File: config.mk
export PLATFORM = sky130hd
export DESIGN_NAME = control_sequencer
export DESIGN_NICKNAME = d
export VERILOG_FILES = /design/src/rtl/control_pkg.sv /design/src/rtl/retire_counter.sv /design/src/rtl/control_sequencer.sv
export SDC_FILE = /design/constraint.sdc
export NUM_CORES = 1
export LEC_CHECK = 0
export ABC_AREA = 1
export CAP_MARGIN = 30
export CORE_ASPECT_RATIO = 0.9
export CORE_MARGIN = 2
export CORE_UTILIZATION = 44
export CTS_CLUSTER_DIAMETER = 80
export DETAILED_ROUTE_END_ITERATION = 6
export PLACE_DENSITY_LB_ADDON = 0.05
export SLEW_MARGIN = 20
export SYNTH_ARGS = -nofsm -noshare
export SYNTH_HDL_FRONTEND = slang
export SYNTH_HIERARCHICAL = 1
export SYNTH_SLANG_ARGS = --single-unit
export TNS_END_PERCENT = 50
File: constraint.sdc
create_clock -name clock -period 2.6 [get_ports clock]
set_input_delay 0.52 -clock clock [delete_from_list [all_inputs] [get_ports clock]]
set_output_delay 0.52 -clock clock [all_outputs]
set_load 0.02 [all_outputs]
File: src/rtl/control_pkg.sv
// Shared control-word layout, phase encoding and NOP word for the sequencer
// and every decoder that produces control words.
package control_pkg;

  localparam int CW_W       = 33;
  localparam int INSTR_W    = 32;
  localparam int STATUS_W   = 5;
  localparam int STATE_W    = 2;
  localparam int WD_W       = 3;

  localparam int CW_ALU_EN    = 32;
  localparam int CW_ALU_BS    = 31;
  localparam int CW_ALU_FS_HI = 30;
  localparam int CW_ALU_FS_LO = 26;
  localparam int CW_RF_B_EN   = 25;
  localparam int CW_RF_SA_HI  = 24;
  localparam int CW_RF_SA_LO  = 20;
  localparam int CW_RF_SB_HI  = 19;
  localparam int CW_RF_SB_LO  = 15;
  localparam int CW_RF_DA_HI  = 14;
  localparam int CW_RF_DA_LO  = 10;
  localparam int CW_RF_W      = 9;
  localparam int CW_RAM_EN    = 8;
  localparam int CW_RAM_W     = 7;
  localparam int CW_PC_EN     = 6;
  localparam int CW_PC_FS_HI  = 5;
  localparam int CW_PC_FS_LO  = 4;
  localparam int CW_PC_IS     = 3;
  localparam int CW_STATUS_LD = 2;
  localparam int CW_NS_HI     = 1;
  localparam int CW_NS_LO     = 0;

  localparam logic [CW_W-1:0] CW_NOP = '0;

  // Bits that commit architectural state; cleared while the datapath stalls.
  localparam logic [CW_W-1:0] CW_WRITE_MASK =
    (CW_W'(1) << CW_RF_W) | (CW_W'(1) << CW_RAM_W) |
    (CW_W'(1) << CW_PC_EN) | (CW_W'(1) << CW_STATUS_LD);

  localparam logic [STATE_W-1:0] NS_RETIRE = '0;
  localparam logic [WD_W-1:0]    WD_MAX    = '1;

  typedef enum logic {
    PH_FETCH = 1'b0,
    PH_EXEC  = 1'b1
  } phase_t;

endpackage

File: src/rtl/retire_counter.sv
// Free-running retired-instruction counter; wraps naturally at 2^32.
module retire_counter
  import control_pkg::*;
(
  input  logic                clock,
  input  logic                reset,
  input  logic                inc,
  output logic [INSTR_W-1:0]  count
);

  always_ff @(posedge clock or negedge reset) begin
    if (!reset) count <= '0;
    else if (inc) count <= count + 1'b1;
  end

endmodule

File: src/rtl/control_sequencer.sv
// Two-phase fetch/execute sequencer: holds the instruction register and
// decoder sub-state, gates the control word, and guards against runaway EXEC.
module control_sequencer
  import control_pkg::*;
(
  input  logic                 clock,
  input  logic                 reset,
  input  logic                 fetch_valid,
  input  logic [INSTR_W-1:0]   instr_in,
  input  logic                 stall,
  input  logic [STATUS_W-1:0]  status_in,
  input  logic [CW_W-1:0]      cw_in,
  output logic                 fetch_req,
  output logic [INSTR_W-1:0]   I,
  output logic [STATE_W-1:0]   state,
  output logic [STATUS_W-1:0]  status,
  output logic [CW_W-1:0]      cw_out,
  output logic [INSTR_W-1:0]   instr_count,
  output logic                 seq_error
);

  phase_t          phase, phase_nxt;
  logic [WD_W-1:0] wd, wd_nxt;
  logic            latch, retire, timeout, advance, ld_status;

  always_ff @(posedge clock or negedge reset) begin
    if (!reset) phase <= PH_FETCH;
    else        phase <= phase_nxt;
  end

  always_comb begin
    phase_nxt = phase;
    wd_nxt    = wd;
    fetch_req = 1'b0;
    cw_out    = CW_NOP;
    latch     = 1'b0;
    retire    = 1'b0;
    timeout   = 1'b0;
    advance   = 1'b0;
    ld_status = 1'b0;
    case (phase)
      PH_FETCH: begin
        fetch_req = 1'b1;
        if (!stall && fetch_valid) begin
          latch     = 1'b1;
          wd_nxt    = '0;
          phase_nxt = PH_EXEC;
        end
      end
      PH_EXEC: begin
        cw_out = stall ? (cw_in & ~CW_WRITE_MASK) : cw_in;
        if (!stall) begin
          ld_status = cw_in[CW_STATUS_LD];
          if (cw_in[CW_NS_HI:CW_NS_LO] == NS_RETIRE) begin
            retire    = 1'b1;
            wd_nxt    = '0;
            phase_nxt = PH_FETCH;
          end else if (wd == WD_MAX) begin
            // Eighth non-retiring cycle: abandon the instruction, no retirement.
            timeout   = 1'b1;
            wd_nxt    = '0;
            phase_nxt = PH_FETCH;
          end else begin
            advance = 1'b1;
            wd_nxt  = wd + 1'b1;
          end
        end
      end
      default: phase_nxt = PH_FETCH;
    endcase
  end

  always_ff @(posedge clock or negedge reset) begin
    if (!reset) begin
      I         <= '0;
      state     <= '0;
      status    <= '0;
      wd        <= '0;
      seq_error <= 1'b0;
    end else begin
      wd <= wd_nxt;
      if (latch) begin
        I     <= instr_in;
        state <= '0;
      end
      if (advance)   state     <= cw_in[CW_NS_HI:CW_NS_LO];
      if (ld_status) status    <= status_in;
      if (timeout)   seq_error <= 1'b1;
    end
  end

  retire_counter u_retire (
    .clock (clock),
    .reset (reset),
    .inc   (retire),
    .count (instr_count)
  );

endmodule
Word level (Yosys, flattened, before mapping)
Index checks and enable logic that the tools add are counted.

operators by class
  $add $sub $neg = 2
  eq/ne operators = 3
  multiplexer cells = 27
  bitwise operators = 1
  reduce and logical (&&, ||, !) cells = 5

operators by type and width
  cell                   count
  $mux 33                1
  $add 32x1->32 const B  1
  $mux 1                 17
  $mux 3                 4
  $mux 10                1
  $pmux 3 s2             1
  $mux 2                 2
  $ne 2x2->1 const B     2
  $add 3x1->3 const B    1
  $eq 3x3->1 const B     1
  $logic_not 2->1        1
  $pmux 1 s2             1
  $reduce_and 2->1       1
  $reduce_bool 2->1      1
  $logic_and 1x1->1      1
  $logic_not 1->1        1
  $not 1->1              1

storage, ports and cells
  bits in registers = 76
  input port bits = 74
  output and inout port bits = 106
  logic and storage cells = 45

Logic depth before layout (Yosys ltp)
Gate-level depths: netlist of run 1.

  word-level depth = 6
  depth in mapped cells = 11
  depth with buffers taken out = 11

Modules after synthesis
Netlist of run 1, hierarchy kept.

by module, submodules not included
  module             instances  cells an instance  area each (sq um)  sequential area each (sq um)
  control_sequencer  1          269                2031.9             1101.1
  retire_counter     1          229                1761.7             800.8

Worst setup path before layout of run 1
No wires, ideal clock.

  path type = reg2reg
  start point = reg phase
  end point = reg u_retire.count[29]
  arrival time = 1.653 ns
  slack = 0.830 ns
  cell stages (with the launch flop) = 12
  period minus slack after synthesis = 1.770 ns
  cell sequence = dfrtp_1 inv_2 nor2_8 inv_2 nor2_1 inv_2 nor2_2 nand3_2 nor2_4 nand2_1 nand2_1 nand2_1

between the ends
  cells in the longest elaborated chain, start to end = 1

RTL lines
  what                      line                     text
  start: declaration        control_sequencer.sv:22  phase_t phase, phase_nxt;
  start signal: assignment  control_sequencer.sv:28  else phase <= phase_nxt;
  $mux 1                    control_sequencer.sv:41  case (phase)
  named net retire          control_sequencer.sv:24  logic latch, retire, timeout, advance, ld_status;
  end signal: assignment    retire_counter.sv:13     else if (inc) count <= count + 1'b1;
  end: declaration          retire_counter.sv:8      output logic [INSTR_W-1:0] count

The timed path passes the listed nets, and every way through them passes these cells.
A chain may end at the register's enable or synchronous reset.

Worst setup path in the final report of run 1
  start point = in stall
  end point = out cw_out[7]

between the ends
  cells in the longest elaborated chain, start to end = 2

RTL lines
  what                line                     text
  start: declaration  control_sequencer.sv:10  input logic stall,
  $mux 10             control_sequencer.sv:51  cw_out = stall ? (cw_in & ~CW_WRITE_MASK) : cw_in;
  $mux 33             control_sequencer.sv:41
  end: declaration    control_sequencer.sv:17  output logic [CW_W-1:0] cw_out,

Every way passes these cells.

==> results of run 1 <==
==> stage by stage <==
stage | cell area, sq um | hold WS (ns) | setup slack (ns) | utilization | std cells
6_report | 5950 | 0.177 | 0.126 | 0.701 | 810
5_1_grt | 5950 | 0.185 | 0.0315 | 0.701 | 810
4_1_cts | 5950 | 0.188 | 0.121 | 0.701 | 810
3_5_place_dp | 5750 | 0.457 | 0.127 | 0.677 | 794
3_3_place_gp | 5750 | 0.450 | 0.126 | 0.677 | 794
2_1_floorplan | 3790 | 0.224 | 0.830 | - | 498
==> cell families after synthesis <==
| logic type | Yosys count | share of synthesized area |
|---|---|---|
| and+or+nand+nor | 331 | 0.372 |
| DFF | 76 | 0.501 |
| buffers and inverters | 70 | 0.0752 |
| xor gates and xnor gates | 17 | 0.0392 |
| adders and majority gates | 3 | 0.00990 |
| AOI/OAI and AO/OA | 1 | 0.00198 |
==> routing by layer <==
metal	part of all wire	track usage	vias to the layer above	wire [um]
met4	0.016	0.0556	0	170
met5	0	0	-	0
met2	0.46	0.372	129	4800
met3	0.080	0.0564	16	840
met1	0.44	0.316	1694	4650
li1	-	-	1868	-
==> sequential cells by signal, summed over array words and instances (netlist names) <==
name and flops:
status 5, seq_error 1, wd 3, I 32
state 2, u_retire/count 32, phase 1
==> worst min path at each step <==
stage	end	slack (ns)	cells past startpoint	from
final	status[3]$_DFFE_PN0P_	0.18	2	reset
after global routing	status[3]$_DFFE_PN0P_	0.18	2	reset
after CTS	status[3]$_DFFE_PN0P_	0.19	2	reset
after detailed placement	seq_error$_DFFE_PN0P_	0.46	2	seq_error$_DFFE_PN0P_
after global placement	seq_error$_DFFE_PN0P_	0.45	2	seq_error$_DFFE_PN0P_
after floorplan	I[0]$_DFFE_PN0P_	0.22	0	reset
==> synth_stat cells <==
| master | number |
|---|---|
| a22oi_1 | 1 |
| and2_1 | 2 |
| buf_2 | 5 |
| buf_4 | 4 |
| clkbuf_1 | 1 |
| clkinv_2 | 1 |
| dfrtp_1 | 76 |
| ha_1 | 3 |
| inv_1 | 55 |
| inv_2 | 4 |
| nand2_1 | 235 |
| nand2_2 | 4 |
| nand3_1 | 24 |
| nand3_2 | 3 |
| nand3b_1 | 6 |
| nand4_1 | 2 |
| nor2_1 | 38 |
| nor2_2 | 9 |
| nor2_4 | 5 |
| nor2_8 | 1 |
| nor3_1 | 2 |
| xnor2_1 | 6 |
| xor2_1 | 11 |
==> critical path: cells and delay by family <==
kind / cells / cell delay [ns]
buffers and inverters: 3 / 1.28
AND/OR/NAND/NOR: 2 / 0.17
==> area by class of cell <==
cell class,count,share of cell area
clock inverter,6,0.0118
inverter,60,0.0380
tap,119,0.0250
multi-input combinational,352,0.270
sequential,76,0.319
clock buffer,10,0.0231
timing repair buffer,187,0.313
==> power breakdown <==
group          switching (W)  internal (W)  total, W
clock               0.000453      0.000478  0.000931
sequential          0.000181       0.00147   0.00165
combinational       0.000941      0.000861   0.00180
total                0.00158       0.00281   0.00438
==> impl_metrics.csv, run 1 <==
group,metric,value,unit
status,status,"finished clean",
power,p_leak,2.91,nW
critical_path,path_common_cell,"clkdlybuf4s50_1",
clock_network,post_cts_resized,0,
routing,dr.pass1.iters,4,
critical_path,crit_arrival,1.95,ns
critical_path,reg2reg_from,"phase$_DFF_PN0_",
grt,grt-ovfl-total,0,
grt,antenna_found_initial,0,
layout,final_common_cell,"nand2_1",
synth,yosysWarnings,6,
clock_network,postCtsSetupRepairBufs,0,
routing,drc,0,
synth,synth_area_leader_cell,"dfrtp_1",
critical_path,end_kind,"primary output",
synth,synth_area_leaders,"dfrtp_1 50%, nand2_1 23%, inv_1 5.4%, nor2_1 3.8%, nand3_1 3.2%",
min_path,hold_class,"in -> async",
clock_network,htree_num_levels,3,
layout,fillCellCount,695,
critical_path,crit_required,2.08,ns
synth,syn_inst,498,
synth,ys_ff_latch,76,
synth,synth_nets,575,
synth,yosys.cell_types.count,23,
power,design_power_total,0.00438,W
sta,maxSlewViolCount,0,
power,vdd_drop_max,0.533,mV
grt,grt_first_pass_wirelength,17.1,mm
critical_path,r2r_cells,12,
routing,wl_per_cell,12.9,um
synth,yosysSeqAreaShare,0.501,
sta,rsz0062_at_grt,"no",
floorplan,chipHeight,92.1,um
layout,register_area,0.00190,sq mm
place,port_buffers,179,
grt,grt_pass1_vias,3567,
critical_path,r2r_slack,0.88,ns
sta,period_minus_slack,2.47,ns
clock_network,cts_tree,"built",
layout,diodes,0,
critical_path,path_class,"in -> out",
layout,fin_nets,763,
sta,worst_pin_slew,0.398,ns
critical_path,timing.rr.end,"u_retire/count[26]$_DFFE_PN0P_",
place,dp_hpwl,7.93,mm
layout,syn_to_final_growth,56.9,%
critical_path,slowest_delay,0.61,ns
run,cap_violations,0,
routing,drt-initial-drc-count,161,
synth,netlist_area,0.00379,sq mm
clock_network,clockBufferDepth,2,
routing,num_vias,3707,
critical_path,critPathLaunchType,"input pin",
sta,fin_tns_setup,0,ns
sta,finalSetupViolCount,0,
clock_network,ctsHoldBuffers,0,
critical_path,crit_path_max_fanout,5,
layout,final_cell_mix,"235 x nand2_1, 178 x clkdlybuf4s50_1, 76 x dfrtp_1",
routing,drt-total-wl,10.5,mm
sta,clock-skew-final,0.0129,ns
power,power_density,737,mW/mm^2
floorplan,pin_count,180,
clock_network,clock_latency,0.34,ns
place,place.gp.congestion,0.831,
critical_path,slowest_stage,"clkdlybuf4s50_1",
critical_path,crit_start,"stall",
floorplan,coreArea,0.00849,sq mm
clock_network,clock_sinks,76,
grt,grt_usage,0.231,
critical_path,crit_path_end,"cw_out[7]",
synth,synth_top_area_frac,0.501,
layout,drive_gt1_frac,0.0753,
synth,syn_area_per_cell,7.62,sq um
layout,multi_input_area,0.00161,sq mm
routing,final_antenna_net_count,0,
sta,hold_viol_final,0,
critical_path,path_cells,"clkdlybuf4s50_1 > inv_2 > nand2_1 > nor2_1 > clkdlybuf4s50_1",
floorplan,die_width,102,um
sta,fmax,0.404,GHz
routing,via_per_inst,4.58,
sta,finalCritPeriodShare,0.952,
clock_network,cts.clk_slew.worst_paths,0.08,ns
floorplan,start_util,0.447,
clock_network,numCtsBuffers,9,
clock_network,root_buffer,"clkbuf_8",
floorplan,die_area,0.00938,sq mm
sta,slew_headroom,0.735,
grt,grt_max_degree,77,
floorplan,num_rows,32,
Note: power is estimated with default switching activity, not from simulation.
==> inputs of run 2 (changes only) <==
--- a/config.mk
+++ b/config.mk
@@ -7,7 +7,7 @@
 export LEC_CHECK = 0
 export ABC_AREA = 1
 export CAP_MARGIN = 30
-export CORE_ASPECT_RATIO = 0.9
+export CORE_ASPECT_RATIO = 1.4
 export CORE_MARGIN = 2
 export CORE_UTILIZATION = 44
 export CTS_CLUSTER_DIAMETER = 80
==> constraint.sdc (replaced) <==
create_clock -name clock -period 3.05 [get_ports clock]
set_input_delay 0.61 -clock clock [delete_from_list [all_inputs] [get_ports clock]]
set_output_delay 0.61 -clock clock [all_outputs]
set_load 0.02 [all_outputs]
==> impl_metrics.csv, run 2 (same netlist as run 1, synthesis figures left out) <==
group,metric,value,unit
status,status,"finished clean",
critical_path,crit_path_max_fanout,8,
run,cap_violations,0,
layout,drive_gt1_frac,0.0699,
floorplan,chipHeight,114,um
sta,fin_tns_setup,0,ns
layout,utilization,0.713,
grt,grt_first_pass_wirelength,16.4,mm
routing,drt-total-wl,10.5,mm
sta,hold_viol_final,0,
power,vdd_drop_max,0.422,mV
clock_network,post_cts_resized,0,
clock_network,root_buffer,"clkbuf_16",
routing,via_per_inst,4.76,
floorplan,coreArea,0.00846,sq mm
power,p_leak,2.95,nW
clock_network,clockBufferDepth,2,
clock_network,htree_num_levels,3,
sta,clock-skew-final,0.00471,ns
sta,finalSetupViolCount,0,
grt,grt-ovfl-total,0,
layout,diodes,0,
floorplan,start_util,0.449,
routing,drt-initial-drc-count,225,
min_path,hold_class,"in -> async",
critical_path,reg2reg_from,"phase$_DFF_PN0_",
critical_path,end_kind,"primary output",
layout,largestRegisters,"I: 32 flops, u_retire/count: 32 flops, status: 5 flops",
clock_network,clock_latency,0.33,ns
routing,final_antenna_net_count,0,
layout,fin_area,0.00603,sq mm
place,dp_hpwl,8.02,mm
routing,num_vias,3768,
critical_path,r2r_cells,11,
place,port_buffers,179,
critical_path,timing.rr.end,"u_retire/count[23]$_DFFE_PN0P_",
critical_path,crit_required,2.44,ns
sta,slew_headroom,0.751,
critical_path,r2r_slack,1.06,ns
place,placed_cell_area,0.00568,sq mm
sta,maxSlewViolCount,0,
floorplan,num_rows,40,
floorplan,die_width,82.5,um
sta,fmax,0.360,GHz
clock_network,numCtsBuffers,9,
clock_network,ctsHoldBuffers,0,
clock_network,postCtsSetupRepairBufs,0,
critical_path,critPathLaunchType,"input pin",
sta,timing.hold.ws,0.154,ns
grt,grt_pass1_vias,3515,
grt,grt_usage,0.228,
sta,finalCritPeriodShare,0.911,
layout,final_cell_mix,"235 x nand2_1, 178 x clkdlybuf4s50_1, 76 x dfrtp_1",
floorplan,pin_count,180,
critical_path,crit_arrival,2.17,ns
sta,worst_pin_slew,0.373,ns
place,place.gp.congestion,0.799,
routing,dr.pass1.iters,4,
layout,final_common_cell,"nand2_1",
sta,rsz0062_at_grt,"no",
power,power_density,676,mW/mm^2
clock_network,cts.clk_slew.worst_paths,0.06,ns
routing,drc,0,
clock_network,clock_sinks,76,
critical_path,path_class,"in -> out",
grt,antenna_found_initial,0,
layout,fin_nets,759,
clock_network,cts_tree,"built",
floorplan,die_area,0.00939,sq mm
sta,period_minus_slack,2.78,ns
grt,grt_max_degree,77,
layout,syn_to_final_growth,59.0,%
critical_path,crit_start,"stall",
routing,wl_per_cell,13.3,um
run 2: cell count changes in the layout (fill, tap and decap cells not counted), sizes merged:
| cell | previous run | this run |
|---|---|---|
| buf | 9 | 5 |
| inv | 61 | 59 |
| clkinv | 4 | 5 |
| bufinv | 1 | 2 |
run 2: area by class of cell:
| class | count | area (sq um) |
|---|---|---|
| Clock buffer | 10 | 239 |
| Clock inverter | 6 | 87.6 |
| Fill cell | 719 | 2430 |
| Inverter | 60 | 226 |
| Multi-Input combinational cell | 352 | 1610 |
| Sequential cell | 76 | 1900 |
| Tap cell | 105 | 131 |
| Timing Repair Buffer | 183 | 1840 |
run 2: worst max path at each step:
stage,to,depth (start not counted)
2_1_floorplan,u_retire/count[29]$_DFFE_PN0P_,10
3_3_place_gp,cw_out[2],5
3_5_place_dp,cw_out[2],5
4_1_cts,cw_out[2],5
5_1_grt,cw_out[2],5
6_report,cw_out[2],5
run 2: worst max-delay path, stage by stage:
cell and delay [ns]:
clkdlybuf4s50_1 0.52, nor2_8 0.21, nand2_2 0.12, clkinv_2 0.10, clkdlybuf4s50_1 0.60
run 2: where the power goes:
part | switching (W) | total [W] | internal (W)
sequential | 0.000163 | 0.00142 | 0.00126
clock | 0.000399 | 0.00114 | 0.000738
combinational | 0.000795 | 0.00152 | 0.000729
total | 0.00136 | 0.00408 | 0.00272
run 2: metrics by stage:
stage,power (W),worst slack (ns),cells
6_report,0.00408,0.271,792
5_1_grt,0.00431,0.206,792
4_1_cts,0.00413,0.271,791
3_5_place_dp,0.00297,0.272,775
3_3_place_gp,0.00294,0.277,775
2_1_floorplan,0.00215,1.24,498
run 2: per-layer routing:
metal / global-route usage / vias to the layer above / wire [um]
met1: 0.260 / 1743 / 3910
li1: - / 1858 / -
met3: 0.0617 / 15 / 945
met4: 0.0711 / 0 / 178
met5: 0 / - / 0
met2: 0.405 / 152 / 5500
